$ cat config.mk
export PLATFORM = sky130hd
export DESIGN_NAME = vedic_mul_acc
export DESIGN_NICKNAME = d
export VERILOG_FILES = /design/src/rtl/vedic_pkg.sv /design/src/rtl/vedic_col_sum.sv /design/src/rtl/vedic_mul_acc.sv
export SDC_FILE = /design/constraint.sdc
export NUM_CORES = 1
export LEC_CHECK = 0
export CORE_ASPECT_RATIO = 1.1
export CORE_MARGIN = 1
export CORE_UTILIZATION = 40
export DETAILED_ROUTE_END_ITERATION = 10
export MAX_ROUTING_LAYER = met4
export PLACE_DENSITY = 0.55
export SYNTH_ARGS = -nofsm -noshare
export SYNTH_HDL_FRONTEND = slang
export SYNTH_HIERARCHICAL = 1
export SYNTH_SLANG_ARGS = --single-unit
$ cat constraint.sdc
create_clock -name clk -period 25.5 [get_ports clk]
set_input_delay 3.825 -clock clk [delete_from_list [all_inputs] [get_ports clk]]
set_output_delay 3.825 -clock clk [all_outputs]
set_load 0.01 [all_outputs]
$ cat src/rtl/vedic_pkg.sv
// vedic_pkg: shared state encoding and width helpers for the Vedic multiply-accumulate
package vedic_pkg;
  typedef enum logic [1:0] {IDLE, CALC, FLUSH, DONE} state_t;
  function automatic int clog2(input int v);
    int r = 1;
    while ((1 << r) < v) r++;
    return r;
  endfunction
  function automatic int min(input int x, input int y);
    return (x < y) ? x : y;
  endfunction
  function automatic int ncol_f(input int a_w, input int b_w);
    return a_w + b_w - 1;
  endfunction
  function automatic int sum_w_f(input int a_w, input int b_w);
    return clog2(2 * min(a_w, b_w) + 3);
  endfunction
endpackage

$ cat src/rtl/vedic_col_sum.sv
// vedic_col_sum: one Urdhva-Tiryagbhyam column sum, popcount of a[i]&b[j] with i+j==col plus c-bit and carry; ports a,b,col,c_bit,carry in, s out
module vedic_col_sum #(
  parameter int A_W   = 5,
  parameter int B_W   = 4,
  parameter int COL_W = 4,
  parameter int SUM_W = 4
) (
  input  logic [A_W-1:0]   a,
  input  logic [B_W-1:0]   b,
  input  logic [COL_W-1:0] col,
  input  logic             c_bit,
  input  logic [SUM_W-1:0] carry,
  output logic [SUM_W-1:0] s
);
  always_comb begin
    s = SUM_W'(c_bit) + carry;
    for (int i = 0; i < A_W; i++)
      for (int j = 0; j < B_W; j++)
        if (i + j == int'(col)) s = s + SUM_W'(a[i] & b[j]);
  end
endmodule

$ cat src/rtl/vedic_mul_acc.sv
// vedic_mul_acc: sequential column-per-clock P=A*B+C with valid/ready; ports clk,rst,in_valid/in_ready/a_in/b_in/c_in,out_valid/out_ready/product,busy; optional VEDIC_MUL_ZERO_SKIP_EN
module vedic_mul_acc
  import vedic_pkg::*;
#(
  parameter int A_W = 5,
  parameter int B_W = 4,
  parameter int C_W = 3,
  parameter int P_W = 10
) (
  input  logic           clk,
  input  logic           rst,
  input  logic           in_valid,
  output logic           in_ready,
  input  logic [A_W-1:0] a_in,
  input  logic [B_W-1:0] b_in,
  input  logic [C_W-1:0] c_in,
  output logic           out_valid,
  input  logic           out_ready,
  output logic [P_W-1:0] product,
  output logic           busy
);
  localparam int NCOL  = ncol_f(A_W, B_W);
  localparam int SUM_W = sum_w_f(A_W, B_W);
  localparam int COL_W = clog2(NCOL);
  state_t            state_q, state_d;
  logic [A_W-1:0]    a_q, a_d;
  logic [B_W-1:0]    b_q, b_d;
  logic [C_W-1:0]    c_q, c_d;
  logic [NCOL-1:0]   acc_q, acc_d;
  logic [COL_W-1:0]  col_q, col_d;
  logic [SUM_W-1:0]  carry_q, carry_d, s;
  logic [P_W-1:0]    product_q, product_d;
  // c is shifted right each column so its LSB is always the bit for the current column
  vedic_col_sum #(.A_W(A_W), .B_W(B_W), .COL_W(COL_W), .SUM_W(SUM_W)) u_col (
    .a(a_q), .b(b_q), .col(col_q), .c_bit(c_q[0]), .carry(carry_q), .s(s)
  );
  always_comb begin
    state_d   = state_q;
    a_d       = a_q;
    b_d       = b_q;
    c_d       = c_q;
    acc_d     = acc_q;
    col_d     = col_q;
    carry_d   = carry_q;
    product_d = product_q;
    case (state_q)
      IDLE: if (in_valid) begin
        a_d     = a_in;
        b_d     = b_in;
        c_d     = c_in;
        acc_d   = '0;
        col_d   = '0;
        carry_d = '0;
        state_d = CALC;
`ifdef VEDIC_MUL_ZERO_SKIP_EN
        if (a_in == '0 || b_in == '0) begin
          product_d = P_W'(c_in);
          state_d   = DONE;
        end
`endif
      end
      CALC: begin
        // result bits enter at the top and drift down, so column 0 lands in bit 0 after NCOL shifts
        acc_d   = {s[0], acc_q[NCOL-1:1]};
        carry_d = s >> 1;
        c_d     = c_q >> 1;
        col_d   = col_q + 1'b1;
        state_d = (col_q == COL_W'(NCOL - 1)) ? FLUSH : CALC;
      end
      FLUSH: begin
        product_d = {(P_W - NCOL)'(carry_q), acc_q};
        state_d   = DONE;
      end
      DONE: state_d = out_ready ? IDLE : DONE;
      default: state_d = IDLE;
    endcase
  end
  always_ff @(posedge clk) begin
    if (rst) begin
      state_q   <= IDLE;
      a_q       <= '0;
      b_q       <= '0;
      c_q       <= '0;
      acc_q     <= '0;
      col_q     <= '0;
      carry_q   <= '0;
      product_q <= '0;
    end else begin
      state_q   <= state_d;
      a_q       <= a_d;
      b_q       <= b_d;
      c_q       <= c_d;
      acc_q     <= acc_d;
      col_q     <= col_d;
      carry_q   <= carry_d;
      product_q <= product_d;
    end
  end
  assign in_ready  = (state_q == IDLE);
  assign out_valid = (state_q == DONE);
  assign busy      = (state_q == CALC) || (state_q == FLUSH);
  assign product   = product_q;
endmodule
==> key figures, run 1 <==
Clock tree
  • Worst skew pair latency: roughly 0.29 ns
  • Clk root buf: clkbuf_8
  • CTS Buffer Depth: 2
  • Num CTS Buffers: 5
  • # Post-CTS Setup Buffers: 0
  • Post-cts sizing count: 0
  • Worst-path clk slew: 0.07 ns
  • TritonCTS clock tree: built
  • Clock sinks: 38
  • H-tree levels: 2
  • Hold buffers post-CTS: 0

Logic synthesis
  • #FFs+latches synth: 38
  • Number of synthesized flops with an enable pin: 0
  • Share of the synthesized area in the top cell type: 18.2%
  • Library cells used by synthesis: 80
  • Post-Syn Area per Cell: 8.30 sq um
  • Synth area leader: dfxtp_1
  • Most instantiated cells after synthesis: nand2_1 (54), ha_1 (49), a21oi_1 (42)
  • Ys Warns: 6
  • Synth async-reset ratio: 0%
  • Synth Instances: a little over 500
  • Count leader, synth: nand2_1
  • Post-Syn Area: ~0.0042 sq mm
  • Post-synth top flop: dfxtp_1
  • Synth Net Count: ~570
  • Largest cells by area after synthesis: dfxtp_1 (18%), ha_1 (15%), mux2i_1 (6.7%)
  • Register area share after synthesis: between 10% and 20%

Critical path
  • Crit path launch: carry_q[0]$_SDFFE_PP0P_
  • Flop-to-flop setup slack: about 9.9 ns
  • Startpoint type of the worst setup path: register
  • Critical path class: reg -> reg
  • CP max stage delay: 0.52 ns
  • Top delay family on crit path: adder cells
  • Critical R2R Launch: carry_q[0]$_SDFFE_PP0P_
  • CP required: roughly 26 ns
  • Worst Path Buf+Inv: 3
  • Crit-path most repeated cell: ha_1
  • CP arrival: approximately 16 ns
  • Critical Path Fanout Max: 12
  • CP Capture Type: register
  • Critical Path Slowest Stage Cell: ha_1

Route
  • Post-route ant nets: 0
  • Avg WL per Cell: between 15 and 20 um
  • Pre-antenna DRT Iters: 4
  • DRC: 0
  • Via count: around 3700
  • Final wirelength: roughly 10 mm
  • Drt via density: between 5 and 6
  • Drt initial violations: ~160

Min path
  • Min-delay src: acc_q[0]$_SDFFE_PP0P_
  • Kind of path behind the tightest hold check: reg -> reg

Timing
  • Worst slew pin tran: between 0.7 and 0.8 ns
  • Final setup skew: between 0.004 and 0.005 ns
  • Relative slew slack: about 52%
  • Period utilization: about three fifths
  • TNS Setup: 0 ns
  • Max Fclk: ~64 MHz
  • Setup violations, final: 0
  • Final Max Tran Viols: 0
  • Final Critical Period: 15.62 ns
  • Final Hold Vio Count: 0
  • RSZ-0062 raised after global routing: no

Floorplan
  • Core area: approximately 0.010 sq mm
  • Die Area: between 0.01 and 0.015 sq mm
  • Starting Density: between 40% and 50%
  • Top-Level Pins: 29
  • Chip width: ~100 um
  • Site Rows: 38
  • Die Y-Extent: about 110 um

Final layout
  • Syn-to-layout area delta: 9.42%
  • Nets@finish: a little under 600
  • Layout cell share with drive strength beyond 1: around 11%
  • ANT cells: 0

GRT
  • First-pass GRT wire length: approximately 17 mm
  • Initial antenna violation count: 0
  • Number of global-route vias before repair: approximately 3500
  • Largest net degree at the start of global routing: 63
  • Total grt overflow: 0
  • All-layer global routing usage: between 20% and 30%

Placed design
  • IO buf count: 28
  • RePlAce Congestion: 0.851
  • DP HPWL: a little under 8 mm

Flow run
  • Max-cap viol count: 0

Power and ir drop
  • Overall power: 338 uW
  • Pwr/cell area: between 70 and 80 mW/mm^2
  • Leakage power: 0.00187 uW
  • Maximum VDD drop: slightly below 0.06 mV

Status
  • Status: complete, no violations
layout by cell type (no fill, tap or decap), types with 7 or more instances in the layout:
cell type and n:
inv_1 10, ha_1 49, nor2_1 33, nand2_1 54
a21oi_1 42, nand2b_1 11, mux2_2 21, nand3_1 22
xnor2_1 8, and2_1 26, o21ai_0 14, nor2b_1 7
clkdlybuf4s50_1 28, mux2i_1 28, dfxtp_1 37
cell families (layout without fill, tap and decap cells):
| family | count (synthesis) | in the layout | synth area share [%] |
|---|---|---|---|
| fa+ha+maj | 49 | 49 | 14.6 |
| other cells | 1 | 1 | 0.0896 |
| buf+inv | 40 | 49 | 5.26 |
| flops | 38 | 38 | 18.2 |
| simple gates | 195 | 195 | 25.3 |
| mux | 53 | 53 | 14.1 |
| compound gates | 115 | 115 | 18.9 |
| xor+xnor | 13 | 13 | 3.56 |
per-layer routing:
metal / vias up / global-route usage, % / part of all wire [%]
li1: 1866 / - / -
met1: 1713 / 24.3 / 45
met2: 89 / 35.6 / 49
met3: 14 / 1.67 / 3.2
met4: 0 / 7.67 / 2.3
met5: - / - / 0
layout make-up:
cell class	count	area, sq um
clock buffers	6	82.6
fillers	1006	5450
multi-input cells	426	3200
repair buffers	33	318
inverters	10	37.5
well taps	140	175
flip-flops and latches	38	762
worst paths after layout:
check / end / depth (start not counted)
setup / recovery: carry_q[1]$_SDFFE_PP0P_ / 67
hold / removal: acc_q[0]$_SDFFE_PP0P_ / 2
setup reg to reg: carry_q[1]$_SDFFE_PP0P_ / 67
hold reg to reg: acc_q[0]$_SDFFE_PP0P_ / 2
flip-flops by register name, summed over array words and instances (netlist names):
register / flops
acc_q: 8
carry_q: 3
c_q: 3
b_q: 4
product: 10
state_q: 2
a_q: 5
col_q: 3
stage by stage:
| stage | std cells | util [%] | setup WS (ns) | hold WS [ns] | area (sq um) |
|---|---|---|---|---|---|
| detailed placement | 647 | 44.8 | 10.05 | 0.447 | 4500 |
| floorplan | 504 | - | 10.62 | 0.432 | 4190 |
| finish | 653 | 45.6 | 9.88 | 0.453 | 4580 |
| CTS | 653 | 45.6 | 10.0 | 0.457 | 4580 |
| global route | 653 | 45.6 | 8.98 | 0.488 | 4580 |
| global placement | 647 | 44.8 | 10.26 | 0.440 | 4500 |
worst register-to-register path, delay by kind of cell, from the launching register on:
kind / cells / cell delay [ns]
adder cells (fa/ha/maj): 22 / 6.79
AO/OA/AOI/OAI: 18 / 3.30
AND/OR/NAND/NOR: 8 / 0.95
flip-flops: 1 / 0.34
buffers and inverters: 3 / 0.22
XOR/XNOR: 1 / 0.12
multiplexers: 15 / 3.83
where the power goes:
group	switching, uW	internal [uW]
combinational	128	94.8
sequential	7.23	66.9
clock	19.6	20.8
Note: power is estimated with default switching activity, not from simulation.
==> run 2, diff against run 1 <==
--- a/config.mk
+++ b/config.mk
@@ -10,7 +10,7 @@
 export CORE_UTILIZATION = 40
 export DETAILED_ROUTE_END_ITERATION = 10
 export MAX_ROUTING_LAYER = met4
-export PLACE_DENSITY = 0.55
+export PLACE_DENSITY = 0.57
 export SYNTH_ARGS = -nofsm -noshare
 export SYNTH_HDL_FRONTEND = slang
 export SYNTH_HIERARCHICAL = 1
==> constraint.sdc (replaced) <==
create_clock -name clk -period 13.4 [get_ports clk]
set_input_delay 2.01 -clock clk [delete_from_list [all_inputs] [get_ports clk]]
set_output_delay 2.01 -clock clk [all_outputs]
set_load 0.01 [all_outputs]
==> run 2 against run 1 <==
Compared with the run above: clock power rose to 2.8 times the previous value; sequential power rose by 93%; utilization rose by 8.6 points; fmax rose by 18%; cell count rose by 8.0%.
==> key figures, run 2 (synthesis results as in run 1) <==
Power and ir drop
  • Pwr/cell area: 158 mW/mm^2 (+110%)
  • Maximum VDD drop: 0.119 mV (+100%)
  • Overall power: 861 uW (+160%)
  • Leakage power: 0.00217 uW (+16%)

Floorplan
  • Site Rows: 38 (unchanged)
  • Chip width: 99.5 um (unchanged)
  • Die Area: 0.0109 sq mm (unchanged)
  • Core area: 0.0100 sq mm (unchanged)
  • Die Y-Extent: 109 um (unchanged)
  • Top-Level Pins: 29 (unchanged)
  • Starting Density: 41.7% (unchanged)

Clock tree
  • CTS Buffer Depth: 2 (unchanged)
  • Hold buffers post-CTS: 0 (unchanged)
  • H-tree levels: 2 (unchanged)
  • TritonCTS clock tree: built
  • Num CTS Buffers: 5 (unchanged)
  • Worst-path clk slew: 0.09 ns (+0.02 ns)
  • Clock sinks: 38 (unchanged)
  • Worst skew pair latency: 0.30 ns (about the same)
  • Clk root buf: clkbuf_8

Critical path
  • Critical Path Fanout Max: 2 (-10)
  • Critical Path Slowest Stage Cell: a221o_1
  • CP max stage delay: 0.40 ns (-0.12 ns)
  • Crit-path most repeated cell: ha_4
  • Crit path launch: carry_q[0]$_SDFFE_PP0P_
  • Critical R2R Launch: carry_q[0]$_SDFFE_PP0P_
  • CP required: 13.64 ns (-12.08 ns)
  • CP Capture Type: register
  • Startpoint type of the worst setup path: register
  • CP arrival: 13.52 ns (-2.32 ns)
  • Critical path class: reg -> reg

Placed design
  • DP HPWL: 8.51 mm (+7.1%)
  • RePlAce Congestion: 0.816 (-4.1%)
  • IO buf count: 28 (unchanged)

GRT
  • First-pass GRT wire length: 19.4 mm (+13%)
  • Number of global-route vias before repair: 3964 (+12%)
  • All-layer global routing usage: 22.9% (+2.6 points)
  • Largest net degree at the start of global routing: 44 (-30%)
  • Total grt overflow: 0 (unchanged)
  • Initial antenna violation count: 0 (unchanged)

Timing
  • RSZ-0062 raised after global routing: yes
  • Final Critical Period: 13.27 ns (-2.35 ns)
  • Worst slew pin tran: 0.833 ns (+0.117 ns)
  • TNS Setup: 0 ns (unchanged)
  • Relative slew slack: 44.4% (-7.9 points)
  • Max Fclk: 75.3 MHz (+18%)
  • Final Hold Vio Count: 0 (unchanged)
  • Period utilization: 99.1% (+38 points)
  • Final Max Tran Viols: 0 (unchanged)
  • Final setup skew: 0.00659 ns (+0.00191 ns)
  • Setup violations, final: 0 (unchanged)

Final layout
  • Layout cell share with drive strength beyond 1: 28.3% (+17 points)
  • Max reg flops: 10 (unchanged)
  • Register area: 767 sq um (+0.66%)
  • Syn-to-layout area delta: 30.0%
  • ANT cells: 0 (unchanged)
  • Fillers: 949 (-5.7%)
  • Commonest non-fill, non-tap cell in the layout: buf_4
  • Commonest cells after routing, fill and taps aside: buf_4 (55), nand2_1 (52), dfxtp_1 (35)
  • Multi-input logic area: 0.00363 sq mm (+13%)
  • Nets@finish: 629 (+8.6%)

Route
  • Final wirelength: 11.6 mm (+11%)
  • Drt via density: 5.56 (-1.4%)
  • Pre-antenna DRT Iters: 5 (+1)
  • Post-route ant nets: 0 (unchanged)
  • Via count: 3919 (+6.4%)
  • DRC: 0 (unchanged)
  • Avg WL per Cell: 16.5 um (+3.1%)
  • Drt initial violations: 248 (+51%)

Min path
  • Min-delay src: c_q[2]$_SDFFE_PP0P_
  • Kind of path behind the tightest hold check: reg -> reg

Status
  • Status: complete, no violations

Flow run
  • Max-cap viol count: 0 (unchanged)
-- run 2: routing by layer --
metal  track usage, %  up-vias  wire [um]
met4             6.41        0        133
met3             1.67       11        325
met1             28.3     1870       5250
met2             40.0       78       5890
li1                 -     1960          -
met5                -        -          0
-- run 2: final timing paths --
kind,end,slack [ns],cells after the start
max,carry_q[1]$_SDFFE_PP0P_,0.13,67
min,c_q[2]$_SDFFE_PP0P_,0.45,2
max reg2reg,carry_q[1]$_SDFFE_PP0P_,0.13,67
min reg2reg,c_q[2]$_SDFFE_PP0P_,0.45,2
-- run 2: area by class of cell --
class	instances	share of cell area, %
sequential	38	14.1
timing repair buffer	83	12.7
clock inverter	2	0.713
multi-input combinational	426	66.8
clock buffer	6	1.72
tap	140	3.22
inverter	10	0.690
-- run 2: worst max-delay path: cells and delay by family (launching register included) --
kind,cells,cell delay (ns)
adder cells (fa/ha/maj),22,5.36
AND/OR/NAND/NOR,8,0.80
multiplexers,15,3.67
AO/OA/AOI/OAI,18,2.72
buffers and inverters,3,0.22
flip-flops,1,0.34
XOR/XNOR,1,0.12
-- run 2: power breakdown --
group          switching (uW)  internal [uW]
combinational             306            301
clock                    45.1           67.1
sequential               14.9            128
-- run 2: what timing repair did --
action,4_1_cts,5_1_grt
pin swaps,21,30
cloned,0,0
setup endpoints to repair,2,4
setup buffers,10,11
resized for setup,19,25
hold endpoints to repair,0,0
-- run 2: per-stage QoR --
stage | setup WS (ns) | hold slack (ns) | instances | utilization (%) | cell area (sq um)
after CTS | -0.0260 | 0.456 | 694 | 52.1 | 5230
after global placement | -0.0786 | 0.439 | 676 | 48.7 | 4890
after global routing | -0.400 | 0.477 | 705 | 54.2 | 5440
after detailed placement | -0.328 | 0.445 | 676 | 48.7 | 4890
final | 0.126 | 0.453 | 705 | 54.2 | 5440
after floorplan | 0.0182 | 0.432 | 504 | - | 4390
